--- config.mk ---
export PLATFORM = sky130hd
export DESIGN_NAME = spi_minion_stream
export DESIGN_NICKNAME = d
export VERILOG_FILES = /design/src/rtl/spi_minion_stream.sv
export SDC_FILE = /design/constraint.sdc
export NUM_CORES = 1
export LEC_CHECK = 0
export ABC_AREA = 1
export CAP_MARGIN = 40
export CELL_PAD_IN_SITES_DETAIL_PLACEMENT = 1
export CELL_PAD_IN_SITES_GLOBAL_PLACEMENT = 1
export CORE_MARGIN = 2
export CORE_UTILIZATION = 38
export DETAILED_ROUTE_END_ITERATION = 7
export PLACE_DENSITY = 0.73
export SETUP_SLACK_MARGIN = 0.15
export SYNTH_ARGS = -nofsm -noshare
export SYNTH_HDL_FRONTEND = slang
export SYNTH_SLANG_ARGS = --single-unit
--- constraint.sdc ---
create_clock -name clk -period 3.8 [get_ports clk]
set_input_delay 0.76 -clock clk [delete_from_list [all_inputs] [get_ports clk]]
set_output_delay 0.76 -clock clk [all_outputs]
set_load 0.1 [all_outputs]
--- src/rtl/spi_minion_stream.sv ---
// ============================================================================
// Module   : spi_minion_stream
// Brief    : SPI minion bridging serial pins to val/rdy request/response streams.
//            Optional error counters enabled by SPI_MINION_STREAM_ERR_CNT_EN.
// Revision : 1.0
// ============================================================================
`default_nettype none

module spi_minion_stream #(
  parameter int NBITS       = 32,
  parameter int CPOL        = 0,
  parameter int CPHA        = 0,
  parameter int SYNC_STAGES = 2
) (
  input  logic             clk,
  input  logic             reset,
  input  logic             sclk,
  input  logic             cs,
  input  logic             mosi,
  output logic             miso,
  input  logic [NBITS-1:0] recv_msg,
  input  logic             recv_val,
  output logic             recv_rdy,
  output logic [NBITS-1:0] send_msg,
  output logic             send_val,
  input  logic             send_rdy,
  output logic             busy,
  output logic             underflow,
  output logic             overflow,
  output logic             frame_err
`ifdef SPI_MINION_STREAM_ERR_CNT_EN
  ,
  output logic [23:0]      err_cnt
`endif
);

  localparam int             c_cw        = $clog2(NBITS + 1);
  localparam logic [c_cw-1:0] c_nbits    = c_cw'(NBITS);
  localparam logic           c_sclk_idle = (CPOL != 0);
  localparam logic [2:0]     c_warm      = 3'(SYNC_STAGES);

  typedef enum logic [1:0] {
    S_IDLE   = 2'd0,
    S_ACTIVE = 2'd1,
    S_COMMIT = 2'd2
  } state_t;

  state_t r_state, w_state_nxt;

  logic [SYNC_STAGES-1:0] r_sclk_sync, r_cs_sync, r_mosi_sync;
  logic                   r_sclk_prev, r_cs_prev;
  logic [2:0]             r_warm;
  logic                   r_armed;

  logic [NBITS-1:0] r_tx_buf, r_shift_out, r_shift_in, r_send_msg;
  logic             r_tx_full, r_send_val, r_first_lead;
  logic [c_cw-1:0]  r_bit_cnt;
  logic             r_underflow, r_overflow, r_frame_err;

  logic w_sclk_s, w_cs_s, w_mosi_s;
  logic w_lead, w_trail, w_sample, w_shift, w_cs_fall, w_cs_rise;

  assign w_sclk_s  = r_sclk_sync[SYNC_STAGES-1];
  assign w_cs_s    = r_cs_sync[SYNC_STAGES-1];
  assign w_mosi_s  = r_mosi_sync[SYNC_STAGES-1];
  assign w_lead    = (w_sclk_s != c_sclk_idle) && (r_sclk_prev == c_sclk_idle);
  assign w_trail   = (w_sclk_s == c_sclk_idle) && (r_sclk_prev != c_sclk_idle);
  assign w_sample  = (CPHA == 0) ? w_lead : w_trail;
  assign w_shift   = (CPHA == 0) ? w_trail : w_lead;
  // Falling edges only count once cs has been seen high on real (post-reset) data.
  assign w_cs_fall = r_armed && !w_cs_s && r_cs_prev;
  assign w_cs_rise = w_cs_s && !r_cs_prev;

  always_ff @(posedge clk or negedge reset) begin
    if (!reset) begin
      r_sclk_sync <= {SYNC_STAGES{c_sclk_idle}};
      r_cs_sync   <= {SYNC_STAGES{1'b1}};
      r_mosi_sync <= '0;
      r_sclk_prev <= c_sclk_idle;
      r_cs_prev   <= 1'b1;
      r_warm      <= 3'd0;
      r_armed     <= 1'b0;
    end else begin
      r_sclk_sync <= {r_sclk_sync[SYNC_STAGES-2:0], sclk};
      r_cs_sync   <= {r_cs_sync[SYNC_STAGES-2:0], cs};
      r_mosi_sync <= {r_mosi_sync[SYNC_STAGES-2:0], mosi};
      r_sclk_prev <= w_sclk_s;
      r_cs_prev   <= w_cs_s;
      if (r_warm != c_warm) r_warm <= r_warm + 3'd1;
      if ((r_warm == c_warm) && w_cs_s) r_armed <= 1'b1;
    end
  end

  always_ff @(posedge clk or negedge reset) begin
    if (!reset) r_state <= S_IDLE;
    else        r_state <= w_state_nxt;
  end

  always_comb begin
    w_state_nxt = r_state;
    case (r_state)
      S_IDLE:   if (w_cs_fall) w_state_nxt = S_ACTIVE;
      S_ACTIVE: if (w_cs_rise) w_state_nxt = S_COMMIT;
      S_COMMIT: w_state_nxt = S_IDLE;
      default:  w_state_nxt = S_IDLE;
    endcase
  end

  always_ff @(posedge clk or negedge reset) begin
    if (!reset) begin
      r_tx_buf     <= '0;
      r_tx_full    <= 1'b0;
      r_shift_out  <= '0;
      r_shift_in   <= '0;
      r_send_msg   <= '0;
      r_send_val   <= 1'b0;
      r_first_lead <= 1'b0;
      r_bit_cnt    <= '0;
      r_underflow  <= 1'b0;
      r_overflow   <= 1'b0;
      r_frame_err  <= 1'b0;
    end else begin
      r_underflow <= 1'b0;
      r_overflow  <= 1'b0;
      r_frame_err <= 1'b0;
      if (recv_val && !r_tx_full) begin
        r_tx_buf  <= recv_msg;
        r_tx_full <= 1'b1;
      end
      if (r_send_val && send_rdy) r_send_val <= 1'b0;
      case (r_state)
        S_IDLE: begin
          if (w_cs_fall) begin
            if (r_tx_full) begin
              r_shift_out <= r_tx_buf;
              r_tx_full   <= 1'b0;
            end else begin
              r_shift_out <= '0;
              r_underflow <= 1'b1;
            end
            r_bit_cnt    <= '0;
            r_shift_in   <= '0;
            r_first_lead <= 1'b0;
          end
        end
        S_ACTIVE: begin
          if (w_sample && (r_bit_cnt != c_nbits)) begin
            r_shift_in <= {r_shift_in[NBITS-2:0], w_mosi_s};
            r_bit_cnt  <= r_bit_cnt + 1'b1;
          end
          // In CPHA=1 the MSB is already on miso, so the first lead only arms shifting.
          if (w_shift && (r_bit_cnt != c_nbits)) begin
            if ((CPHA != 0) && !r_first_lead) r_first_lead <= 1'b1;
            else                               r_shift_out  <= r_shift_out << 1;
          end
        end
        S_COMMIT: begin
          if (r_bit_cnt == c_nbits) begin
            if (!r_send_val || send_rdy) begin
              r_send_msg <= r_shift_in;
              r_send_val <= 1'b1;
            end else begin
              r_overflow <= 1'b1;
            end
          end else begin
            r_frame_err <= 1'b1;
          end
        end
        default: ;
      endcase
    end
  end

  assign miso      = (r_state == S_ACTIVE) ? r_shift_out[NBITS-1] : 1'b0;
  assign busy      = (r_state == S_ACTIVE);
  assign recv_rdy  = !r_tx_full;
  assign send_msg  = r_send_msg;
  assign send_val  = r_send_val;
  assign underflow = r_underflow;
  assign overflow  = r_overflow;
  assign frame_err = r_frame_err;

`ifdef SPI_MINION_STREAM_ERR_CNT_EN
  logic [7:0] r_uf_cnt, r_ov_cnt, r_fe_cnt;

  always_ff @(posedge clk or negedge reset) begin
    if (!reset) begin
      r_uf_cnt <= '0;
      r_ov_cnt <= '0;
      r_fe_cnt <= '0;
    end else begin
      if (r_underflow && (r_uf_cnt != 8'hFF)) r_uf_cnt <= r_uf_cnt + 8'd1;
      if (r_overflow  && (r_ov_cnt != 8'hFF)) r_ov_cnt <= r_ov_cnt + 8'd1;
      if (r_frame_err && (r_fe_cnt != 8'hFF)) r_fe_cnt <= r_fe_cnt + 8'd1;
    end
  end

  assign err_cnt = {r_fe_cnt, r_ov_cnt, r_uf_cnt};
`endif

endmodule

`default_nettype wire

Word-level counts from Yosys, hierarchy flattened
Index checks and enable logic that the tools add are counted.

cells by class
  add/sub/neg operators = 2
  multiply operators = 0
  divide/modulo/power cells = 0
  magnitude comparators = 0
  equal/unequal tests = 10
  shift-type cells = 0
  multiplexer cells = 30
  bitwise logic cells = 2
  reduce and logical (&&, ||, !) cells = 21

operators by type and width
  operator                                                         number
  32-bit 2-to-1 mux                                                5
  32-bit case mux with 2 select lines                              2
  1-bit 2-to-1 mux                                                 17
  6-bit 2-to-1 mux                                                 2
  6-bit case mux with 2 select lines                               1
  1-bit logical AND                                                10
  3-bit AND reduction                                              3
  6-bit by 1-bit adder with 6-bit output, second input constant    1
  6-bit == test, second input constant                             1
  2-bit by 1-bit != test with 1-bit output, second input constant  3
  6-bit != test, second input constant                             1
  1-bit zero test                                                  4
  2-bit 2-to-1 mux                                                 2
  2-bit case mux with 2 select lines                               1
  3-bit by 1-bit adder with 3-bit output, second input constant    1
  3-bit by 2-bit == test with 1-bit output, second input constant  1
  3-bit by 2-bit != test with 1-bit output, second input constant  1
  2-bit by 1-bit == test with 1-bit output, second input constant  1
  2-bit == test, second input constant                             1
  2-bit zero test                                                  1
  2-bit != test, second input constant                             1
  1-bit NOT                                                        2
  2-bit AND reduction                                              1
  2-bit nonzero test                                               1
  1-bit logical OR                                                 1

storage, ports and cells
  register bits after elaboration = 153
  bits in latches = 0
  memory bits (writable) = 0
  memory bits (read-only) = 0
  input bits = 39
  output and inout bits = 39
  logic and storage cells = 83
  memories = 0

Logic depth before layout (Yosys ltp)
Gate-level depths: netlist of run 1.

  depth after elaboration = 6
  depth in mapped cells = 10
  gate-level depth less buffers = 9

Least setup slack after synthesis of run 1
No wires, ideal clock.

  path type = register to output
  start = register r_state[1]
  end = output port miso
  arrival = 2.051 ns
  data required time = 3.040 ns
  path slack = 0.989 ns
  cell stages (with the launch flop) = 6
  path buffers = 2
  cell sequence = dfrtp_1 inv_2 nand2_2 buf_6 buf_2 nor2_1

on the way
  longest elaborated chain between the ends = 2

RTL lines
  item                                      RTL line  source
  start, declared                           48        state_t r_state, w_state_nxt;
  start signal, assigned                    96        else r_state <= w_state_nxt;
  2-bit by 1-bit == test with 1-bit output  174       assign miso = (r_state == S_ACTIVE) ? r_shift_out[NBITS-1] : 1'b0;
  1-bit 2-to-1 mux                          174
  end, declared                             20        output logic miso,

No other way between the ends.

Final worst setup path of run 1
Ends and elaborated chain as after synthesis.

==> flow_metrics.tcl, run 1 <==
set metrics [dict create \
    fin_skew_ns 0.00760 \
    ys.flop_type "dfrtp_1" \
    p_leak_uw 0.00437 \
    via_per_inst 5.06 \
    cts_root_buf "clkbuf_16" \
    area_growth_pct 30.3 \
    grt_use_total_pct 18.5 \
    synthArstFlopShare_pct 100 \
    via_count 5287 \
    synth_cells 716 \
    grt_max_degree 90 \
    yosys-top-cells-count "nand2_1, dfrtp_1, nand3_1" \
    die_height_um 136 \
    arrival_ns 1.75 \
    worst_pin_slew_ns 0.808 \
    io_buffers 77 \
    synthTopCellsByArea "dfrtp_1, nand2_1, nand3_1" \
    finalNonFillerCells 1045 \
    grt_pass1_wl_mm 27.3 \
    cts.sinks 153 \
    synth_nets 759 \
    path_class "reg2out" \
    drtIter0Drc 308 \
    reg2reg_depth 7 \
    drc 0 \
    fin_crit_ns 2.51 \
    powerDensity_nw_per_um2 590 \
    routabilityCongestion 0.744 \
    synthesis.area_um2 6670 \
    cts_buffers 17 \
    rsz0062_at_grt "no" \
    worstSetupEndpointType "output pin" \
    antenna_found_initial 0 \
    maxCapViolCount 0 \
    fmax_mhz 399 \
    drive_above_1_share_pct 17.1 \
    pin_count 78 \
    wl_mm 15.7 \
    wl_per_cell_um 15.0 \
    nets 853 \
    synthDistinctLibCells 28 \
    path_clk_slew_ns 0.06 \
    cp_max_fo 37 \
    yosysWarnings 0 \
    ant_nets 0 \
    status "finished, final reports clean" \
    synth_top_area_share_pct 56.3 \
    critical_path.startpoint "r_state[1]$_DFFE_PN0P_" \
    drv_slew 0 \
    regToRegSetupSlack_ns 1.32 \
    r2r-end "send_msg[25]$_DFFE_PN0P_" \
    cts_tree "yes" \
    yosysMostFrequentCell "nand2_1" \
    endpoint "miso" \
    yosysSeqAreaShare_pct 57.5 \
    max-slew-margin-rel_pct 46.0 \
    cts_buffer_depth 2 \
    post_cts_resized 0 \
    hold_path_class "in2async" \
    htreeDepth 4 \
    dieArea_um2 18600 \
    synth_edf_count 0 \
    period_share_pct 66.0 \
    antenna_cells 0 \
    synth.avg_cell_area_um2 9.31 \
    whs_ns 0.216 \
    gr-total-overflow 0 \
    required_ns 3.04 \
    cts_setup_buffers 0 \
    clk_latency_ns 0.42 \
    hold_violations 0 \
    initial_core_util_pct 38.7 \
    fin_setup_tns_ns 0 \
    dieWidth_um 136 \
    first_pass_iters 4 \
    grt_pass1_vias 5667 \
    rr_startpoint "r_bit_cnt[0]$_DFFE_PN0P_" \
    setup_viol 0 \
    core_area_um2 17200 \
    cts_hold_buffers 0 \
    ir_worst_vdd_mv 0.439 \
    synth.largest_area_cell "dfrtp_1" \
    placed_cells 1016 \
    cp-start-kind "register" \
    rows 48 \
    synth_seq_cells 153 \
    dp_hpwl_mm 10.1 \
]
==> placed cells by master (no fill, tap or decap) <==
master | netlist | routed
bufinv_16 | 0 | 4
nand2_1 | 286 | 286
a21o_1 | 1 | 1
o21ai_0 | 3 | 3
nand2_2 | 4 | 4
a21oi_1 | 1 | 1
nand2_4 | 1 | 1
clkinv_2 | 0 | 4
mux2_2 | 31 | 31
inv_2 | 5 | 5
ha_1 | 4 | 4
inv_1 | 15 | 15
buf_16 | 0 | 1
xor2_1 | 1 | 1
clkbuf_8 | 0 | 2
nand3_1 | 96 | 96
nor2_2 | 3 | 3
clkinv_4 | 0 | 1
clkbuf_16 | 0 | 17
buf_8 | 0 | 36
nand3_2 | 12 | 12
nor3_1 | 4 | 4
nor2_8 | 1 | 1
clkbuf_1 | 6 | 1
dfstp_2 | 3 | 3
dfrtp_1 | 150 | 150
xnor2_1 | 1 | 1
buf_4 | 4 | 12
clkdlybuf4s50_1 | 0 | 73
nand4_1 | 33 | 33
nand4_4 | 0 | 1
nor2_1 | 11 | 11
nor2_4 | 1 | 1
buf_6 | 6 | 1
==> layer usage <==
metal | global-route usage, % | vias to the layer above | wire, um
met2 | 33.0 | 98 | 8280
met3 | 3.58 | 18 | 482
met4 | 5.56 | 0 | 169
met1 | 22.6 | 2654 | 6780
li1 | - | 2517 | -
met5 | 0 | - | 0
==> kinds of logic after synthesis <==
group | after synthesis | share of synthesized area, %
multiplexers | 31 | 5.23
buffers and inverters | 68 | 5.27
XOR/XNOR | 2 | 0.263
AO/OA/AOI/OAI | 5 | 0.413
AND/OR/NAND/NOR | 453 | 30.6
flip-flops | 153 | 57.5
adder cells (fa/ha/maj) | 4 | 0.750
==> report_power, final <==
group	switching, uW	leakage, uW	internal (uW)	total [uW]
Combinational	692	0.00207	462	1150
Sequential	224	0.00200	2000	2230
Clock	632	0.000301	1120	1750
==> worst min-delay path by stage <==
| stage | start | end | slack, ns | cells past startpoint |
|---|---|---|---|---|
| 2_1_floorplan | r_mosi_sync[0]$_DFF_PN0_ | r_mosi_sync[1]$_DFF_PN0_ | 0.33 | 0 |
| 3_3_place_gp | r_sclk_sync[0]$_DFF_PN0_ | r_sclk_sync[1]$_DFF_PN0_ | 0.34 | 0 |
| 3_5_place_dp | r_cs_sync[0]$_DFF_PN1_ | r_cs_sync[1]$_DFF_PN1_ | 0.35 | 0 |
| 4_1_cts | reset | send_msg[9]$_DFFE_PN0P_ | 0.21 | 1 |
| 5_1_grt | reset | send_msg[7]$_DFFE_PN0P_ | 0.22 | 1 |
| 6_report | reset | send_msg[7]$_DFFE_PN0P_ | 0.22 | 1 |
==> worst max-delay path, stage by stage (launching register included) <==
cell and delay (ns):
dfrtp_1 0.39, inv_2 0.08, nand2_2 0.06, buf_4 0.27, nor2_1 0.20, buf_4 0.32
==> per-stage QoR <==
step                power (uW)  setup slack, ns  cell area, um^2  utilization, %
CTS                       5200             1.25             8690            50.4
floorplan                 3090            0.989             6670               -
detailed placement        3420             1.28             8080            46.9
global placement          3320             1.39             7510            43.6
finish                    5130             1.29             8690            50.4
global route              5440             1.06             8690            50.4
==> registers in the layout, summed over array words and instances (netlist names), 2 cells and up <==
signal,flops
r_sclk_sync,2
r_mosi_sync,2
r_shift_out,32
send_msg,32
r_shift_in,32
r_bit_cnt,6
r_warm,3
r_state,2
r_tx_buf,32
r_cs_sync,2
==> cell type report <==
cell class                      instances  area (um^2)
Fill cell                            1909         8550
Sequential cell                       153         3830
Multi-Input combinational cell        495         2490
Timing Repair Buffer                  123         1400
Clock buffer                           20          457
Tap cell                              225          282
Clock inverter                          9          149
Inverter                               20         75.1
Note: power is estimated with default switching activity, not from simulation.
==> run 2: changes to the inputs <==
==> constraint.sdc (replaced) <==
create_clock -name clk -period 2.48 [get_ports clk]
set_input_delay 0.496 -clock clk [delete_from_list [all_inputs] [get_ports clk]]
set_output_delay 0.496 -clock clk [all_outputs]
set_load 0.1 [all_outputs]
==> run 2 against run 1 <==
Cell area fell by 6.6%. Worst hold slack worse by 0.18 ns. Wire length rose by 0.32%. Sequential power is 54% higher. Sequential cell count unchanged. Critical path depth is 1 lower. Clock skew is 0.0029 ns higher. Sequential share of layout area rose by 3.1 points. Cell count is 2.7% lower. Die area unchanged. Clock-buffer cell count increased by 8. Largest power group unchanged. Highest routed layer unchanged.
==> flow_metrics.tcl, run 2 (same netlist as run 1, synthesis figures left out) <==
set metrics [dict create \
    status "finished, final reports clean" \
    hold_path_class "in2async" \
    rr_startpoint "r_bit_cnt[0]$_DFFE_PN0P_" \
    cts_buffer_depth 2 \
    path_clk_slew_ns 0.06 \
    initial_core_util_pct 38.7 \
    antenna_found_initial 0 \
    cp_max_fo 12 \
    drc 0 \
    via_per_inst 5.05 \
    area_growth_pct 21.7 \
    core_area_um2 17200 \
    cts_tree "yes" \
    layout_commonest_cell "nand2_1" \
    period_share_pct 83.0 \
    cts_hold_buffers 0 \
    fin_setup_tns_ns 0 \
    ir_worst_vdd_mv 0.692 \
    grt_pass1_wl_mm 27.5 \
    routabilityCongestion 0.744 \
    first_pass_iters 4 \
    die_height_um 136 \
    dieWidth_um 136 \
    max-slew-margin-rel_pct 60.3 \
    cp_cell_sequence "inv_2 -> nand2_2 -> inv_2 -> buf_12" \
    rows 48 \
    maxCapViolCount 0 \
    ant_nets 0 \
    grt_use_total_pct 18.7 \
    io_buffers 77 \
    path_common_cell "inv_2" \
    arrival_ns 1.56 \
    dieArea_um2 18600 \
    required_ns 1.98 \
    p_leak_uw 0.00421 \
    htreeDepth 4 \
    clk_latency_ns 0.43 \
    multi_input_area_um2 2500 \
    cts_buffers 17 \
    cts_setup_buffers 0 \
    regToRegSetupSlack_ns 0.50 \
    placed_cells 987 \
    path_class "reg2out" \
    worstSetupEndpointType "output pin" \
    drtIter0Drc 299 \
    reg2reg_depth 9 \
    pin_count 78 \
    cts.sinks 153 \
    drv_slew 0 \
    critPathMaxStageDelay_ns 0.39 \
    fmax_mhz 486 \
    nets 824 \
    powerDensity_nw_per_um2 951 \
    drive_above_1_share_pct 18.2 \
    r2r-end "r_shift_out[12]$_DFFE_PN0P_" \
    hold_violations 0 \
    gr-total-overflow 0 \
    cp-start-kind "register" \
    regArea_um2 3830 \
    layout_common_cells "nand2_1, dfrtp_1, nand3_1, buf_4, clkdlybuf4s50_1" \
    antenna_cells 0 \
    worst_pin_slew_ns 0.595 \
    fillers 1948 \
    wl_per_cell_um 15.5 \
    cpMaxStageDelayCell "dfrtp_1" \
    wl_mm 15.8 \
    finalNonFillerCells 1017 \
    whs_ns 0.0326 \
    fin_crit_ns 2.06 \
    post_cts_resized 0 \
    cts_root_buf "clkbuf_16" \
    dp_hpwl_mm 10.2 \
    via_count 5134 \
    rsz0062_at_grt "no" \
    fin_skew_ns 0.0105 \
    grt_max_degree 62 \
    grt_pass1_vias 5525 \
    setup_viol 0 \
]
==> run 2: cell count changes in the layout (fill, tap and decap cells not counted), moves of 3 or more <==
cell	change
clkdlybuf4s50_1	-36
clkbuf_1	+5
buf_8	-36
clkinv_2	-3
buf_12	+6
clkbuf_8	+3
buf_4	+38
bufinv_16	-3
==> run 2: worst max-delay path by stage <==
stage,from,end,slack (ns)
3_5_place_dp,r_bit_cnt[0]$_DFFE_PN0P_,r_shift_out[17]$_DFFE_PN0P_,0.47
4_1_cts,r_state[1]$_DFFE_PN0P_,busy,0.38
5_1_grt,r_bit_cnt[0]$_DFFE_PN0P_,r_shift_out[3]$_DFFE_PN0P_,0.26
3_3_place_gp,recv_val,r_tx_buf[24]$_DFFE_PN0P_,0.60
2_1_floorplan,r_state[1]$_DFFE_PN0P_,miso,0.40
6_report,r_state[1]$_DFFE_PN0P_,busy,0.42
==> run 2: where the power goes <==
group | leakage, uW | internal [uW] | switching [uW]
logic | 0.00194 | 765 | 1080
registers | 0.00200 | 3070 | 357
clock network | 0.000271 | 1500 | 944
total | 0.00421 | 5340 | 2380
==> run 2: stage by stage <==
step / area [um^2] / setup slack [ns] / total power [uW] / util (%)
6_report: 8110 / 0.422 / 7720 / 47.1
5_1_grt: 8110 / 0.262 / 8210 / 47.1
4_1_cts: 8110 / 0.378 / 7830 / 47.1
3_5_place_dp: 7560 / 0.473 / 5320 / 43.9
3_3_place_gp: 7560 / 0.595 / 5190 / 43.9
2_1_floorplan: 6670 / 0.400 / 4730 / -
==> run 2: routing by layer <==
| metal | GRT usage [%] | wire [um] | vias up |
|---|---|---|---|
| met2 | 33.4 | 8220 | 86 |
| met4 | 6.25 | 201 | 0 |
| met1 | 22.7 | 6810 | 2570 |
| met5 | 0 | 0 | - |
| met3 | 3.28 | 531 | 16 |
| li1 | - | - | 2462 |
==> run 2: final cells by class <==
type | instances | area share, %
well taps | 225 | 3.47
repair buffers | 94 | 10.8
clock inverters | 2 | 0.432
flip-flops and latches | 153 | 47.2
clock buffers | 28 | 6.37
multi-input cells | 495 | 30.8
inverters | 20 | 0.925
==> run 2: critical path, delay by kind of cell, from the launching register on <==
kind                   cells  cell delay (ns)
buffers and inverters      3             0.57
and+or+nand+nor            1             0.17
DFF                        1             0.39
